[src/rtl/rail_unswap.sv]
`default_nettype none
// ============================================================================
//  Module      : rail_unswap
//  Description : Receiving end of the two-track rail crossover. Undoes the
//                crossing of (c, d) using the sel bit that crossed them, stores
//                the restored pair (a, b) in a 2-entry FIFO with valid/ready on
//                both sides, and counts accepted swapped beats (saturating).
//  Revision    : 1.0 - initial release
// ============================================================================
module rail_unswap #(
    parameter int WIDTH = 8,
    parameter int CNT_W = 16
) (
    input  logic             clk,
    input  logic             rst_n,
    input  logic             in_valid,
    output logic             in_ready,
    input  logic [WIDTH-1:0] c,
    input  logic [WIDTH-1:0] d,
    input  logic             sel,
    output logic             out_valid,
    input  logic             out_ready,
    output logic [WIDTH-1:0] a,
    output logic [WIDTH-1:0] b,
    output logic             out_swapped,
    output logic [CNT_W-1:0] swap_count
);

    // Counter ceiling and increment step, sized to the counter.
    localparam logic [CNT_W-1:0] c_cnt_max = {CNT_W{1'b1}};
    localparam logic [CNT_W-1:0] c_cnt_one = {{(CNT_W-1){1'b0}}, 1'b1};

    // Occupancy of the buffer is the only state the block keeps.
    typedef enum logic [1:0] {
        S_EMPTY = 2'd0,
        S_ONE   = 2'd1,
        S_FULL  = 2'd2
    } occ_t;

    occ_t             r_state;
    occ_t             w_state_nxt;

    logic [WIDTH-1:0] r_a_mem [2];
    logic [WIDTH-1:0] r_b_mem [2];
    logic [1:0]       r_sel_mem;
    logic             r_wptr;
    logic             r_rptr;
    logic [CNT_W-1:0] r_swap_count;

    logic             w_push;
    logic             w_pop;
    logic             w_in_ready;
    logic             w_out_valid;
    logic [WIDTH-1:0] w_a_restored;
    logic [WIDTH-1:0] w_b_restored;

    // Ready depends only on registered occupancy; rst_n gating keeps it low
    // while reset is held and lets it rise as soon as reset is released.
    assign w_in_ready  = rst_n & (r_state != S_FULL);
    assign w_out_valid = (r_state != S_EMPTY);
    assign w_push      = in_valid & w_in_ready;
    assign w_pop       = w_out_valid & out_ready;

    // Undo the crossover before storage so the head is already restored.
    assign w_a_restored = sel ? d : c;
    assign w_b_restored = sel ? c : d;

    // Occupancy next-state: push/pop on the same cycle leaves it unchanged.
    always_comb begin
        w_state_nxt = r_state;
        case (r_state)
            S_EMPTY: begin
                if (w_push) begin
                    w_state_nxt = S_ONE;
                end
            end
            S_ONE: begin
                if (w_push && !w_pop) begin
                    w_state_nxt = S_FULL;
                end else if (w_pop && !w_push) begin
                    w_state_nxt = S_EMPTY;
                end
            end
            S_FULL: begin
                if (w_pop) begin
                    w_state_nxt = S_ONE;
                end
            end
            default: begin
                w_state_nxt = S_EMPTY;
            end
        endcase
    end

    // Occupancy register and read/write pointers (wrap modulo 2).
    always_ff @(posedge clk or negedge rst_n) begin
        if (!rst_n) begin
            r_state <= S_EMPTY;
            r_wptr  <= 1'b0;
            r_rptr  <= 1'b0;
        end else begin
            r_state <= w_state_nxt;
            if (w_push) begin
                r_wptr <= ~r_wptr;
            end
            if (w_pop) begin
                r_rptr <= ~r_rptr;
            end
        end
    end

    // One storage slot per entry, written when the write pointer selects it.
    for (genvar gi = 0; gi < 2; gi++) begin : g_entry
        // Capture the restored pair and its sel bit on push into this slot.
        always_ff @(posedge clk or negedge rst_n) begin
            if (!rst_n) begin
                r_a_mem[gi]   <= '0;
                r_b_mem[gi]   <= '0;
                r_sel_mem[gi] <= 1'b0;
            end else if (w_push && (r_wptr == gi[0])) begin
                r_a_mem[gi]   <= w_a_restored;
                r_b_mem[gi]   <= w_b_restored;
                r_sel_mem[gi] <= sel;
            end
        end
    end

    // Saturating count of accepted beats that arrived swapped.
    always_ff @(posedge clk or negedge rst_n) begin
        if (!rst_n) begin
            r_swap_count <= '0;
        end else if (w_push && sel && (r_swap_count != c_cnt_max)) begin
            r_swap_count <= r_swap_count + c_cnt_one;
        end
    end

    // Head entry drives the outputs; forced to zero when the buffer is empty.
    assign in_ready    = w_in_ready;
    assign out_valid   = w_out_valid;
    assign a           = w_out_valid ? r_a_mem[r_rptr] : '0;
    assign b           = w_out_valid ? r_b_mem[r_rptr] : '0;
    assign out_swapped = w_out_valid ? r_sel_mem[r_rptr] : 1'b0;
    assign swap_count  = r_swap_count;

endmodule
`default_nettype wire

[config.mk]
export PLATFORM = sky130hd
export DESIGN_NAME = rail_unswap
export DESIGN_NICKNAME = d
export VERILOG_FILES = /design/src/rtl/rail_unswap.sv
export SDC_FILE = /design/constraint.sdc
export NUM_CORES = 1
export LEC_CHECK = 0
export CAP_MARGIN = 20
export CORE_MARGIN = 2
export CORE_UTILIZATION = 55
export CTS_CLUSTER_SIZE = 8
export DETAILED_ROUTE_END_ITERATION = 12
export PLACE_DENSITY = 0.85
export SETUP_SLACK_MARGIN = 0.2
export SLEW_MARGIN = 25
export SYNTH_ARGS = -nofsm -noshare
export SYNTH_HDL_FRONTEND = slang
export SYNTH_SLANG_ARGS = --single-unit
[constraint.sdc]
create_clock -name clk -period 4.2 [get_ports clk]
set_input_delay 0.84 -clock clk [delete_from_list [all_inputs] [get_ports clk]]
set_output_delay 0.84 -clock clk [all_outputs]
set_load 0.02 [all_outputs]
# ---- Word-level counts from Yosys, hierarchy flattened
# Cells that the tools add are included.
# Widths: inputs -> output; s select.
dict set report classes {
  bitwise 6
  muxes 18
  n_reduce_logical 11
  addsub 1
  eq_ne 7
  magnitude_cmp 2
}
# op count
set op_table {}
lappend op_table {{$mux 8} 10}
lappend op_table {{$add 16x1->16 const B} 1}
lappend op_table {{$ne 16x16->1 const B} 1}
lappend op_table {{$mux 2} 4}
lappend op_table {{$logic_and 1x1->1} 6}
lappend op_table {{$ne 2x2->1 const B} 3}
lappend op_table {{$pmux 2 s3} 1}
lappend op_table {{$and 1x1->1} 3}
lappend op_table {{$mux 1} 3}
lappend op_table {{$ne 3x3->1 const B} 1}
lappend op_table {{$reduce_and 3->1} 1}
lappend op_table {{$eq 2x1->1 const B} 1}
lappend op_table {{$eq 2x2->1 const B} 1}
lappend op_table {{$ge 2x2->1 const B} 1}
lappend op_table {{$logic_not 1->1} 2}
lappend op_table {{$logic_not 2->1} 1}
lappend op_table {{$lt 1x2->1 const B} 1}
lappend op_table {{$not 1->1} 2}
lappend op_table {{$not 1->2} 1}
lappend op_table {{$reduce_bool 2->1} 1}
dict set report totals {
  input_bits 21
  word_cells 55
  output_inout_bits 35
  register_bits 54
}

# ---- Logic depth before layout (Yosys ltp)
dict set report logic_depth {
  ltp_word 8
  depth_mapped 6
  depth_no_buf 6
}

# ---- Worst setup path before layout
# OpenSTA, ideal clock, no wires.
dict set report synth_path {
  kind {register to output}
  from {register r_rptr}
  to {output a[5]}
  path_stages_with_launch 5
  arrival_ps 1202
  setup_slack_ps 2158
  required_ps 3360
  path_buffers 2
  cell_sequence {dfrtp_1 buf_2 buf_2 mux2i_1 nor2_1}
}
dict set report synth_between {
  elab_chain_cells 5
}
# element line
set synth_rtl {}
lappend synth_rtl {{from (decl)} 47} ;# logic r_rptr;
lappend synth_rtl {{from (signal assigned)} 107} ;# r_rptr <= ~r_rptr;
lappend synth_rtl {{$not 1->2 (implied by the code)} 140} ;# assign a = w_out_valid ? r_a_mem[r_rptr] : '0;
lappend synth_rtl {{$mux 8 (implied by the code) (3 in a row)} 140}
lappend synth_rtl {{$mux 8} 140}
lappend synth_rtl {{to (decl)} 23} ;# output logic [WIDTH-1:0] a,
# No other way between the ends. The select of a mux whose other input is x is not followed.

# ---- Final worst setup path
dict set report layout_path {
  from {register r_rptr}
  to {output b[4]}
}
dict set report layout_between {
  elab_chain_cells 5
}
# element line
set layout_rtl {}
lappend layout_rtl {{$not 1->2 (implied by the code)} 141} ;# assign b = w_out_valid ? r_b_mem[r_rptr] : '0;
lappend layout_rtl {{$mux 8 (implied by the code) (3 in a row)} 141}
lappend layout_rtl {{$mux 8} 141}
lappend layout_rtl {{to (decl)} 24} ;# output logic [WIDTH-1:0] b,
# No other way between the ends. The select of a mux whose other input is x is not followed.

==> impl_metrics.env <==
export IMPL_outcome="complete, no violations"
export IMPL_grt_pass1_vias=2068
export IMPL_fin_skew_ps=7.49
export IMPL_cp_depth=3
export IMPL_drc=0
export IMPL_postRouteAntennaNets=0
export IMPL_final_min_clock_period_ps=3150
export IMPL_cts_sinks=54
export IMPL_cp_end_kind="output pin"
export IMPL_yosysSeqAreaShare=0.509
export IMPL_initial_core_util=0.565
export IMPL_grt_first_pass_wirelength_mm=9.45
export IMPL_critPathLaunch="r_rptr"
export IMPL_diodes=0
export IMPL_seq_power_share=0.419
export IMPL_r2r_start="r_state[0]"
export IMPL_die_y_um=73.4
export IMPL_cts_tree="done"
export IMPL_top_layer="met4"
export IMPL_core_area_um2=4690
export IMPL_antenna_found_initial=0
export IMPL_cts_buffers_inserted=5
export IMPL_intPower_uw=1330
export IMPL_cts_htree_levels=2
export IMPL_setup_viol=0
export IMPL_max_freq_mhz=317
export IMPL_clkLatencyLatePin_ps=320
export IMPL_comb_power_share=0.417
export IMPL_fp_row_count=25
export IMPL_detail_route_wirelength_met1_mm=2.47
export IMPL_critPathSlowestCell="dfrtp_1"
export IMPL_cts_resized=0
export IMPL_fin_crit_sh=0.751
export IMPL_rsz0062_at_grt="false"
export IMPL_syn_inst=256
export IMPL_crit_required_ps=3360
export IMPL_tightest_slew_ps=1000
export IMPL_syn_nets=279
export IMPL_drtPass1Iterations=4
export IMPL_worst_path_buf_inv=1
export IMPL_min_path_type="input pin to asynchronous set/reset pin"
export IMPL_routed_wl_met3_um=241
export IMPL_r2r_setup_slack_ps=2220
export IMPL_place_congestion=0.746
export IMPL_final_core_util=0.715
export IMPL_r2r_end="swap_count[15]"
export IMPL_cts_hold_buf=0
export IMPL_filler_cell_count=359
export IMPL_path_clk_slew_ps=90
export IMPL_met2_length_mm=2.78
export IMPL_drt_iter0_markers=127
export IMPL_synth_warnings=0
export IMPL_clkPwrFrac=0.164
export IMPL_synth_area_per_cell_um2=10.4
export IMPL_drt_vias_per_instance=5.73
export IMPL_slew_headroom=0.330
export IMPL_routed_wl_mm=5.57
export IMPL_grt_max_degree=51
export IMPL_cellPowerDensity_nw_per_um2=633
export IMPL_reg2regPathDepth=4
export IMPL_crit_family="flip-flops"
export IMPL_hpwl_mm=3.75
export IMPL_cap_viol_max_count=0
export IMPL_vias=2091
export IMPL_maxSlewViolCount=0
export IMPL_drive_gt1_frac=0.0740
export IMPL_swShare=0.371
export IMPL_critical_path_endpoint="b[4]"
export IMPL_die_x_um=73.4
export IMPL_vdd_drop_max_v=0.000397
export IMPL_root_buffer="clkbuf_8"
export IMPL_io_buffers=55
export IMPL_avgRoutedWirePerCell_um=15.2
export IMPL_power_net_switching_uw=789
export IMPL_crit_type="flop to output pin"
export IMPL_area_delta_synth_final_pct=26.5
export IMPL_track_usage=0.228
export IMPL_leakage_uw=0.00154
export IMPL_cpPeakStageDelay_ps=1010
export IMPL_synth_cell_type_count=34
export IMPL_syn_area_um2=2650
export IMPL_path_max_fanout=18
export IMPL_clockBufferDepth=2
export IMPL_cp_arrival_ps=2310
export IMPL_timing_hold_ws_ps=339
export IMPL_nNetsFinal=333
export IMPL_grt_overflow=0
export IMPL_start_kind="flop"
export IMPL_cp_cell_sequence="mux2i_1 > nor2_1 > clkdlybuf4s50_1"
export IMPL_ys_seq_elements=54
export IMPL_dieArea_um2=5390
export IMPL_finalHoldViolations=0
export IMPL_postCtsSetupRepairBufs=0
export IMPL_num_io_pins=56
export IMPL_tns_ps=0
-- area by class of cell --
| cell class | instances | area, um^2 | area share |
|---|---|---|---|
| clock buffer | 6 | 72.6 | 0.0216 |
| clock inverter | 2 | 37.5 | 0.0112 |
| inverter | 1 | 3.75 | 0.00112 |
| multi-input combinational | 188 | 1240 | 0.370 |
| sequential | 54 | 1350 | 0.403 |
| tap | 54 | 67.6 | 0.0201 |
| timing repair buffer | 60 | 583 | 0.174 |
-- stage by stage --
stage / worst slack [ps] / area (um^2) / total power, uW / cells
after detailed placement: 1240 / 3250 / 1780 / 357
after CTS: 1020 / 3360 / 2150 / 365
after global routing: 955 / 3360 / 2270 / 365
after floorplan: 2160 / 2650 / 1410 / 256
final: 1050 / 3360 / 2120 / 365
after global placement: 1340 / 3250 / 1750 / 357
-- per-layer routing --
layer,global-route usage,up-vias
li1,-,995
met1,0.290,1029
met2,0.388,57
met3,0.0562,10
met4,0.0646,0
met5,0,-
-- state kept, by name, indices dropped and copies added (netlist names) --
register	flops
r_rptr	1
r_wptr	1
r_state	2
r_a_mem	16
r_b_mem	16
r_sel_mem	2
swap_count	16
-- Yosys cell counts, drive strengths merged --
| library cell | n | share of area |
|---|---|---|
| dfrtp | 54 | 0.51 |
| nor2 | 36 | 0.052 |
| mux2i | 34 | 0.13 |
| nand2 | 23 | 0.033 |
| o21ai | 19 | 0.036 |
| a21oi | 17 | 0.032 |
| xor2 | 11 | 0.036 |
| buf | 7 | 0.013 |
| clkbuf | 6 | 0.0085 |
| nor4 | 6 | 0.020 |
| mux2 | 5 | 0.023 |
| nand3 | 5 | 0.0094 |
| nand4 | 5 | 0.020 |
| nor3 | 5 | 0.0094 |
| and2 | 3 | 0.0071 |
| xnor2 | 3 | 0.0099 |
| and3 | 2 | 0.0047 |
| and4 | 2 | 0.0066 |
| ha | 2 | 0.0094 |
| nand2b | 2 | 0.0047 |
| a31oi | 1 | 0.0024 |
| and3b | 1 | 0.0033 |
| inv | 1 | 0.0014 |
| nand3b | 1 | 0.0028 |
| nand4bb | 1 | 0.0042 |
| nor3b | 1 | 0.0028 |
| nor4b | 1 | 0.0057 |
| o211ai | 1 | 0.0028 |
| o21a | 1 | 0.0028 |
-- cell families (layout without fill, tap and decap cells) --
family / after synthesis / after routing / share of synthesized area
adder cells (fa/ha/maj): 2 / 2 / 0.00943
buffers and inverters: 14 / 69 / 0.0231
AND/OR/NAND/NOR: 94 / 94 / 0.185
XOR/XNOR: 14 / 14 / 0.0462
AO/OA/AOI/OAI: 39 / 39 / 0.0759
multiplexers: 39 / 39 / 0.151
flip-flops: 54 / 54 / 0.509
-- power groups by stage --
stage,clock network (uW),registers [uW],logic (uW)
6_report,348,889,886
5_1_grt,374,921,979
4_1_cts,359,889,900
3_5_place_dp,0,897,888
3_3_place_gp,0,883,865
2_1_floorplan,0,847,559
-- how the worst min path moves through the flow --
stage / from / end / slack (ps)
2_1_floorplan: r_a_mem[0] / r_a_mem[0] / 450
3_3_place_gp: r_a_mem[0] / r_a_mem[0] / 460
3_5_place_dp: r_a_mem[1] / r_a_mem[1] / 470
4_1_cts: rst_n / r_sel_mem[0] / 330
5_1_grt: rst_n / r_sel_mem[0] / 340
6_report: rst_n / r_wptr / 340
-- cell usage in the layout (no fill, tap or decap), types with 2 or more instances in the layout --
master / n
clkdlybuf4s50_1: 54
o21ai_0: 19
xor2_1: 11
clkbuf_8: 5
and4_1: 2
ha_1: 2
a21oi_1: 17
xnor2_1: 3
nand4_1: 3
mux2i_1: 34
nand3_1: 5
nand2b_1: 2
nor2_1: 35
mux2_2: 4
nand2_1: 23
dfrtp_1: 54
and2_1: 3
buf_4: 5
nor4_1: 5
nor3_1: 5
and3_1: 2
No activity file was read; power rests on OpenSTA's default activity.
